--- src/rtl/cdb_arbiter.sv ---
// Round-robin common-data-bus arbiter: grants one finished unit per cycle and broadcasts it.
// gnt is combinational with req; the bus shows the result one cycle later. No backpressure on the bus.
module cdb_arbiter #(
    parameter int                N      = 4,
    parameter int                TAG_W  = 8,
    parameter int                DATA_W = 32,
    parameter logic [TAG_W-1:0]  NOTAG  = 8'b01111111
) (
    input  logic                   clk,
    input  logic                   rst,
    input  logic [N-1:0]           req,
    input  logic [N*TAG_W-1:0]     req_tag,
    input  logic [N*DATA_W-1:0]    req_data,
    input  logic                   flush,
    output logic [N-1:0]           gnt,
    output logic                   cdb_valid,
    output logic [TAG_W-1:0]       cdb_tag,
    output logic [DATA_W-1:0]      cdb_data,
    output logic [$clog2(N)-1:0]   cdb_src,
    output logic                   err
);

    localparam int SW = $clog2(N);

    logic [SW-1:0]     ptr;
    logic [SW-1:0]     win_idx;
    logic              win_vld;
    logic              take;
    logic [TAG_W-1:0]  win_tag;
    logic [DATA_W-1:0] win_data;
    logic [SW-1:0]     ptr_next;

    // Search from ptr upward with wrap; the first requester found wins.
    always_comb begin
        win_vld = 1'b0;
        win_idx = '0;
        for (int k = 0; k < N; k++) begin
            if (!win_vld && req[(int'(ptr) + k) % N]) begin
                win_vld = 1'b1;
                win_idx = SW'((int'(ptr) + k) % N);
            end
        end
    end

    assign win_tag  = req_tag[int'(win_idx)*TAG_W +: TAG_W];
    assign win_data = req_data[int'(win_idx)*DATA_W +: DATA_W];
    assign ptr_next = SW'((int'(win_idx) + 1) % N);
    assign take     = win_vld && !flush && !rst;

    always_comb begin
        gnt = '0;
        if (take) begin
            gnt[win_idx] = 1'b1;
        end
    end

    // A NOTAG winner is still consumed and rotates priority, but never reaches the bus.
    always_ff @(posedge clk) begin
        if (rst) begin
            ptr       <= '0;
            cdb_valid <= 1'b0;
            cdb_tag   <= NOTAG;
            cdb_data  <= '0;
            cdb_src   <= '0;
            err       <= 1'b0;
        end else begin
            cdb_valid <= 1'b0;
            if (take) begin
                ptr       <= ptr_next;
                cdb_tag   <= win_tag;
                cdb_data  <= win_data;
                cdb_src   <= win_idx;
                cdb_valid <= (win_tag != NOTAG);
                if (win_tag == NOTAG) begin
                    err <= 1'b1;
                end
            end
        end
    end

endmodule

--- config.mk ---
export PLATFORM = sky130hd
export DESIGN_NAME = cdb_arbiter
export DESIGN_NICKNAME = d
export VERILOG_FILES = /design/src/rtl/cdb_arbiter.sv
export SDC_FILE = /design/constraint.sdc
export NUM_CORES = 1
export LEC_CHECK = 0
export ABC_AREA = 0
export ABC_CLOCK_PERIOD_IN_PS = 2050
export CORE_AREA = 2 2 118 91
export DETAILED_ROUTE_END_ITERATION = 10
export DIE_AREA = 0 0 120 93
export HOLD_SLACK_MARGIN = 0.06
export PLACE_DENSITY = 0.77
export RECOVER_POWER = 25
export SYNTH_ARGS = -nofsm -noshare
export SYNTH_HDL_FRONTEND = slang
export SYNTH_SLANG_ARGS = --single-unit
export TNS_END_PERCENT = 100
--- constraint.sdc ---
create_clock -name clk -period 2.05 [get_ports clk]
set_input_delay 0.3075 -clock clk [delete_from_list [all_inputs] [get_ports clk]]
set_output_delay 0.3075 -clock clk [all_outputs]
set_load 0.02 [all_outputs]
==> flow_summary.json, run 1 <==
{
  "core_area_um2": 10000,
  "worst_hold_slack_ns": 0.451,
  "vias": 4344,
  "final_hold_viol_count": 0,
  "slew_headroom_pct": 72.6,
  "reg2regPathDepth": 7,
  "holdPathStages": 2,
  "syn_avg_cell_area_um2": 7.55,
  "areaGrowthSynthToFinish_pct": 94.0,
  "violations": "setup timing",
  "io_buffer_count": 214,
  "syn_nets": 601,
  "avgRoutedWirePerCell_um": 18.0,
  "required_ns": 1.74,
  "clk_pin_slew_ns": 0.07,
  "grt_pass1_vias": 4254,
  "clock_latency_ns": 0.28,
  "cts_made_buffers": 5,
  "place.gp.congestion": 0.949,
  "ir_worst_vdd_v": 0.000306,
  "power.density_nw_per_um2": 614,
  "max-cap-violations": 0,
  "fp.dieW_um": 120,
  "finalClockSkew_ns": 0.00607,
  "grtUsageTotal_pct": 23.9,
  "end_kind": "output pin",
  "ys_ff_latch": 46,
  "fin_crit_ns": 2.21,
  "synth_edf_count": 0,
  "reg2reg_to": "cdb_valid$_SDFF_PP0_",
  "ys_async_sr_fraction_pct": 0,
  "path_class": "in -> out",
  "nets": 823,
  "synth.lib_cells_used.distinct": 46,
  "max_freq_ghz": 0.452,
  "drtPass1Iterations": 4,
  "start_util_pct": 32.3,
  "r2r_start": "ptr[0]$_SDFFE_PP0P_",
  "rsz0062_at_grt": "true",
  "tightest_slew_ns": 0.411,
  "grt_max_degree": 39,
  "clock_sinks": 46,
  "antenna_cells": 0,
  "dieHeight_um": 93,
  "drtIter0Drc": 165,
  "syn-cell-area_um2": 3250,
  "setup_viol": 33,
  "clk_path_buf_depth": 2,
  "p_leak_nw": 2.45,
  "vias_per_cell": 5.51,
  "fillerInstances": 862,
  "grt_pass1_wl_um": 21300,
  "final_layout_size_suffix_gt1_share_pct": 20.8,
  "die-area_um2": 11200,
  "cp.arrival_ns": 1.91,
  "postRouteAntennaNets": 0,
  "synth_cells": 430,
  "crit_end": "gnt[2]",
  "htree_levels": 2,
  "tns_ns": -3.04,
  "drc_errors": 0,
  "post-route-util_pct": 62.6,
  "io_pins": 215,
  "ys_warn_count": 0,
  "antenna_found_initial": 0,
  "outcome": "finished, violations left",
  "drv_slew": 0,
  "period_share_pct": 108,
  "crit_fanout": 5,
  "hp-class": "reg -> reg",
  "cts_tree": "yes",
  "seq_area_frac_synth_pct": 28.4,
  "cp-startpoint": "req[2]",
  "rows": 32,
  "dp_hpwl_um": 10400,
  "r2r_setup_slack_ns": -0.13,
  "wl_um": 14200,
  "startpoint_type": "input pin",
  "setup_ws_ns": -0.163,
  "root_buffer": "clkbuf_16",
  "grt-ovfl-total": 0,
  "synth-main-ff-cell": "dfxtp_1"
}
## synth_stat cells (2+ instances only)
cell      instances  area, um^2
nand2_1         105         394
dfxtp_1          46         921
a21oi_1          32         160
a211oi_1         30         225
clkbuf_1         28         105
a311o_1          25         250
and3_1           24         150
a221oi_1         18         158
and3_2           12        90.1
nand3_1          12        60.1
buf_2             9        45.0
o21ai_0           8        40.0
and2_1            7        43.8
nor2_1            7        26.3
buf_6             6        67.6
nor3b_1           6        45.0
nor4_1            6        37.5
a21bo_1           4        40.0
a32oi_1           4        35.0
ha_1              4        50.1
nor2b_1           4        25.0
inv_1             3        11.3
a211o_1           2        17.5
a21boi_0          2        15.0
clkbuf_8          2        27.5
inv_2             2        7.51
o211ai_1          2        15.0
o32ai_1           2        17.5
## final cells by class
| type | count | area [um^2] | share of cell area [%] |
|---|---|---|---|
| clock buffer | 5 | 125 | 1.99 |
| multi-input combinational | 332 | 2380 | 37.9 |
| sequential | 46 | 928 | 14.7 |
| clock inverter | 3 | 40.0 | 0.636 |
| timing repair buffer | 262 | 2620 | 41.6 |
| inverter | 5 | 28.8 | 0.457 |
| tap | 136 | 170 | 2.70 |
## layer usage
layer	GRT usage, %	up-vias	share of wire [%]
li1	-	2051	-
met2	44.1	212	49
met1	26.7	2053	39
met3	7.80	28	9.8
met4	5.59	0	2.2
met5	0	-	0
## cell usage in the layout, fill, tap and decap left out, drive strengths merged, types with 3 or more instances in the layout
master         instances
dlygate4sd2            3
a211o                  3
buf                   51
a21oi                 32
clkdlybuf4s50        193
and3                  37
o21ai                  9
nor4                   6
a211oi                31
dfxtp                 46
and2                   7
a311o                 25
nor2                   7
a221oi                18
a32oi                  4
nor3b                  6
nand3                 12
clkbuf                 6
nor2b                  4
nand2                106
ha                     4
a21bo                  4
dlygate4sd3           13
inv                    5
## worst max-delay path, stage by stage
cell           delay [ns]
dlygate4sd2_1        0.26
nor2b_2              0.18
or4_4                0.54
nand2_8              0.14
inv_8                0.05
ha_4                 0.14
and3_4               0.16
buf_6                0.12
## what timing repair did
action	4_1_cts	5_1_grt
pin swaps	7	14
resized for setup	72	42
setup endpoints to repair	46	43
setup buffers	5	1
gates cloned	0	1
hold buffers	0	0
## where the power goes
| group | internal (mW) | total, mW | switching (mW) |
|---|---|---|---|
| registers | 0.995 | 1.05 | 0.0559 |
| clock network | 0.571 | 0.921 | 0.349 |
| logic | 0.988 | 1.89 | 0.906 |
## stage by stage
stage | area (um^2) | cells | setup slack, ns | total power [mW]
after floorplan | 3310 | 430 | -0.163 | 1.93
after global placement | 5690 | 775 | -0.763 | 2.68
after detailed placement | 5690 | 775 | -0.818 | 2.71
after CTS | 6080 | 787 | -0.142 | 3.75
after global routing | 6300 | 789 | -0.220 | 4.06
final | 6300 | 789 | -0.163 | 3.87
## worst min path at each step
| stage | from | endpoint | slack (ns) |
|---|---|---|---|
| floorplan | ptr[0]$_SDFFE_PP0P_ | ptr[0]$_SDFFE_PP0P_ | 0.53 |
| finish | cdb_data[29]$_SDFFE_PP0P_ | cdb_data[29]$_SDFFE_PP0P_ | 0.45 |
| CTS | cdb_data[29]$_SDFFE_PP0P_ | cdb_data[29]$_SDFFE_PP0P_ | 0.46 |
| global placement | cdb_data[31]$_SDFFE_PP0P_ | cdb_data[31]$_SDFFE_PP0P_ | 0.44 |
| detailed placement | cdb_data[29]$_SDFFE_PP0P_ | cdb_data[29]$_SDFFE_PP0P_ | 0.45 |
| global route | cdb_data[5]$_SDFFE_PP0P_ | cdb_data[5]$_SDFFE_PP0P_ | 0.48 |
## kinds of logic (layout without fill, tap and decap cells)
logic type / count (synthesis) / count (layout) / share of synthesized area [%]
flip-flops: 46 / 46 / 28.4
AND/OR/NAND/NOR: 190 / 190 / 28.5
AO/OA/AOI/OAI: 138 / 138 / 33.1
adder cells (fa/ha/maj): 4 / 4 / 1.54
buffers and inverters: 52 / 275 / 8.48
## sequential cells by signal, indices dropped and copies added (netlist names)
register and cells:
err 1, cdb_valid 1, cdb_tag 8, cdb_src 2
ptr 2, cdb_data 32
Note: power is estimated with default switching activity, not from simulation.
==> inputs of run 2 (changes only) <==
--- a/constraint.sdc
+++ b/constraint.sdc
@@ -3,2 +3,2 @@
 set_output_delay 0.3075 -clock clk [all_outputs]
-set_load 0.02 [all_outputs]
+set_load 0.005 [all_outputs]
==> run 2 against run 1 <==
Net effect:
- the run still ends with setup timing left
- design area is 0.89% higher
- combinational power is 6% lower
- clock skew is 0.0023 ns lower
- hold slack better by 0.0052 ns
- global-route usage is 1.0 points lower
- first-iteration DRC count is 34% higher
- die area stayed put
- flip-flop and latch count stayed put
- register-to-register slack better by 0.03 ns
- sequential power hardly changed
- via count hardly changed
- routed wire length is 2.4% lower
- highest routed layer unchanged
==> flow_summary.json, run 2 (synthesis gave the netlist of run 1 again) <==
{
  "core_area_um2": 10000,
  "violations": "setup timing",
  "drtPass1Iterations": 4,
  "period_share_pct": 106,
  "clk_path_buf_depth": 2,
  "placed_cell_area_um2": 5750,
  "antenna_cells": 0,
  "grt_max_degree": 35,
  "grt_pass1_vias": 4256,
  "finalInstanceArea_um2": 6350,
  "final_hold_viol_count": 0,
  "grt-ovfl-total": 0,
  "hold_buffers": 0,
  "dp_hpwl_um": 10300,
  "start_util_pct": 32.3,
  "largest_reg_flops": 32,
  "setup_viol": 34,
  "vias_per_cell": 5.44,
  "top_register": "cdb_data",
  "grtUsageTotal_pct": 22.9,
  "ir_worst_vdd_v": 0.000330,
  "final_layout_size_suffix_gt1_share_pct": 21.1,
  "p_leak_nw": 2.48,
  "cts_made_buffers": 5,
  "root_buffer": "clkbuf_16",
  "vias": 4341,
  "max_freq_ghz": 0.460,
  "rsz0062_at_grt": "true",
  "areaGrowthSynthToFinish_pct": 95.7,
  "slew_headroom_pct": 74.6,
  "drtIter0Drc": 221,
  "hp-class": "reg -> reg",
  "dieHeight_um": 93,
  "setup_ws_ns": -0.122,
  "clk_pin_slew_ns": 0.06,
  "rows": 32,
  "nets": 832,
  "startpoint_type": "flop",
  "cts_tree": "yes",
  "clock_sinks": 46,
  "final_cell_mix": "clkdlybuf4s50_1 (193), nand2_1 (104), dfxtp_1 (44), buf_4 (42), a21oi_1 (32)",
  "io_buffer_count": 214,
  "pre_cts_slack_ns": -0.770,
  "drv_slew": 0,
  "io_pins": 215,
  "die-area_um2": 11200,
  "layout_commonest_cell": "clkdlybuf4s50_1",
  "end_kind": "output pin",
  "cp.arrival_ns": 1.86,
  "drc_errors": 0,
  "path_class": "reg -> out",
  "clock_latency_ns": 0.28,
  "power.density_nw_per_um2": 587,
  "tightest_slew_ns": 0.377,
  "antenna_found_initial": 0,
  "place.gp.congestion": 0.848,
  "crit_fanout": 4,
  "required_ns": 1.74,
  "finalClockSkew_ns": 0.00377,
  "fp.dieW_um": 120,
  "wl_um": 13800,
  "postRouteAntennaNets": 0,
  "reg_top3": "cdb_data x32, cdb_tag x8",
  "outcome": "finished, violations left",
  "worst_hold_slack_ns": 0.456,
  "avgRoutedWirePerCell_um": 17.4,
  "max-cap-violations": 0,
  "grt_pass1_wl_um": 20700,
  "htree_levels": 2,
  "fin_crit_ns": 2.17
}
run 2: changes by cell type in the layout (fill, tap and decap cells not counted), moves of 2 or more:
cell             change
a221oi_2             +2
buf_12               +3
clkdlybuf4s15_1      +3
ha_4                 +2
clkinv_2             -2
a211oi_2             -5
ha_1                 -2
a211oi_1             +5
o21ai_0              +3
dlygate4sd2_1        -3
o21ai_1              -3
buf_4                +6
run 2: final timing paths:
check / endpoint / cells after the start / startpoint / slack (ns)
hold reg to reg: cdb_data[8]$_SDFFE_PP0P_ / 2 / cdb_data[8]$_SDFFE_PP0P_ / 0.46
setup / recovery: gnt[1] / 7 / ptr[1]$_SDFFE_PP0P_ / -0.12
setup reg to reg: cdb_valid$_SDFF_PP0_ / 7 / ptr[0]$_SDFFE_PP0P_ / -0.10
hold / removal: cdb_data[8]$_SDFFE_PP0P_ / 2 / cdb_data[8]$_SDFFE_PP0P_ / 0.46
run 2: area by class of cell:
type / count / area, um^2
Timing Repair Buffer: 271 / 2710
Sequential cell: 46 / 928
Clock inverter: 2 / 37.5
Tap cell: 136 / 170
Inverter: 5 / 21.3
Multi-Input combinational cell: 332 / 2360
Fill cell: 830 / 3700
Clock buffer: 6 / 129
run 2: metal layers:
layer / GRT usage [%] / vias to the layer above / share of wire, % / wire length (um)
met1: 25.5 / 2056 / 40 / 5520
met5: 0 / - / 0 / 0
met3: 6.04 / 20 / 8.1 / 1130
met4: 5.39 / 0 / 1.7 / 235
li1: - / 2071 / - / -
met2: 43.2 / 194 / 50 / 6970
run 2: metrics by stage:
| stage | TNS (ns) | power (mW) | utilization [%] | instances |
|---|---|---|---|---|
| 5_1_grt | -4.33 | 3.93 | 63.2 | 798 |
| 4_1_cts | -1.97 | 3.69 | 61.7 | 797 |
| 2_1_floorplan | -0.551 | 1.80 | - | 430 |
| 3_5_place_dp | -29.01 | 2.62 | 57.2 | 783 |
| 6_report | -1.81 | 3.73 | 63.2 | 798 |
| 3_3_place_gp | -25.99 | 2.58 | 57.2 | 783 |
run 2: where the power goes:
| part | internal (mW) | switching [mW] |
|---|---|---|
| clock network | 0.576 | 0.337 |
| registers | 0.995 | 0.0550 |
| logic | 1.00 | 0.767 |
| total | 2.57 | 1.16 |
run 2: worst max-delay path, stage by stage (launching register included):
cell and delay, ns:
dfxtp_4 0.37, inv_2 0.04, or4_4 0.55, nand2_4 0.13
buf_6 0.12, ha_4 0.11, and3_4 0.18, buf_6 0.09
run 2: what timing repair did:
item	CTS	global route
pin swaps	13	6
setup endpoints to repair	47	43
setup buffers	6	1
cloned	1	0
resized for setup	75	38
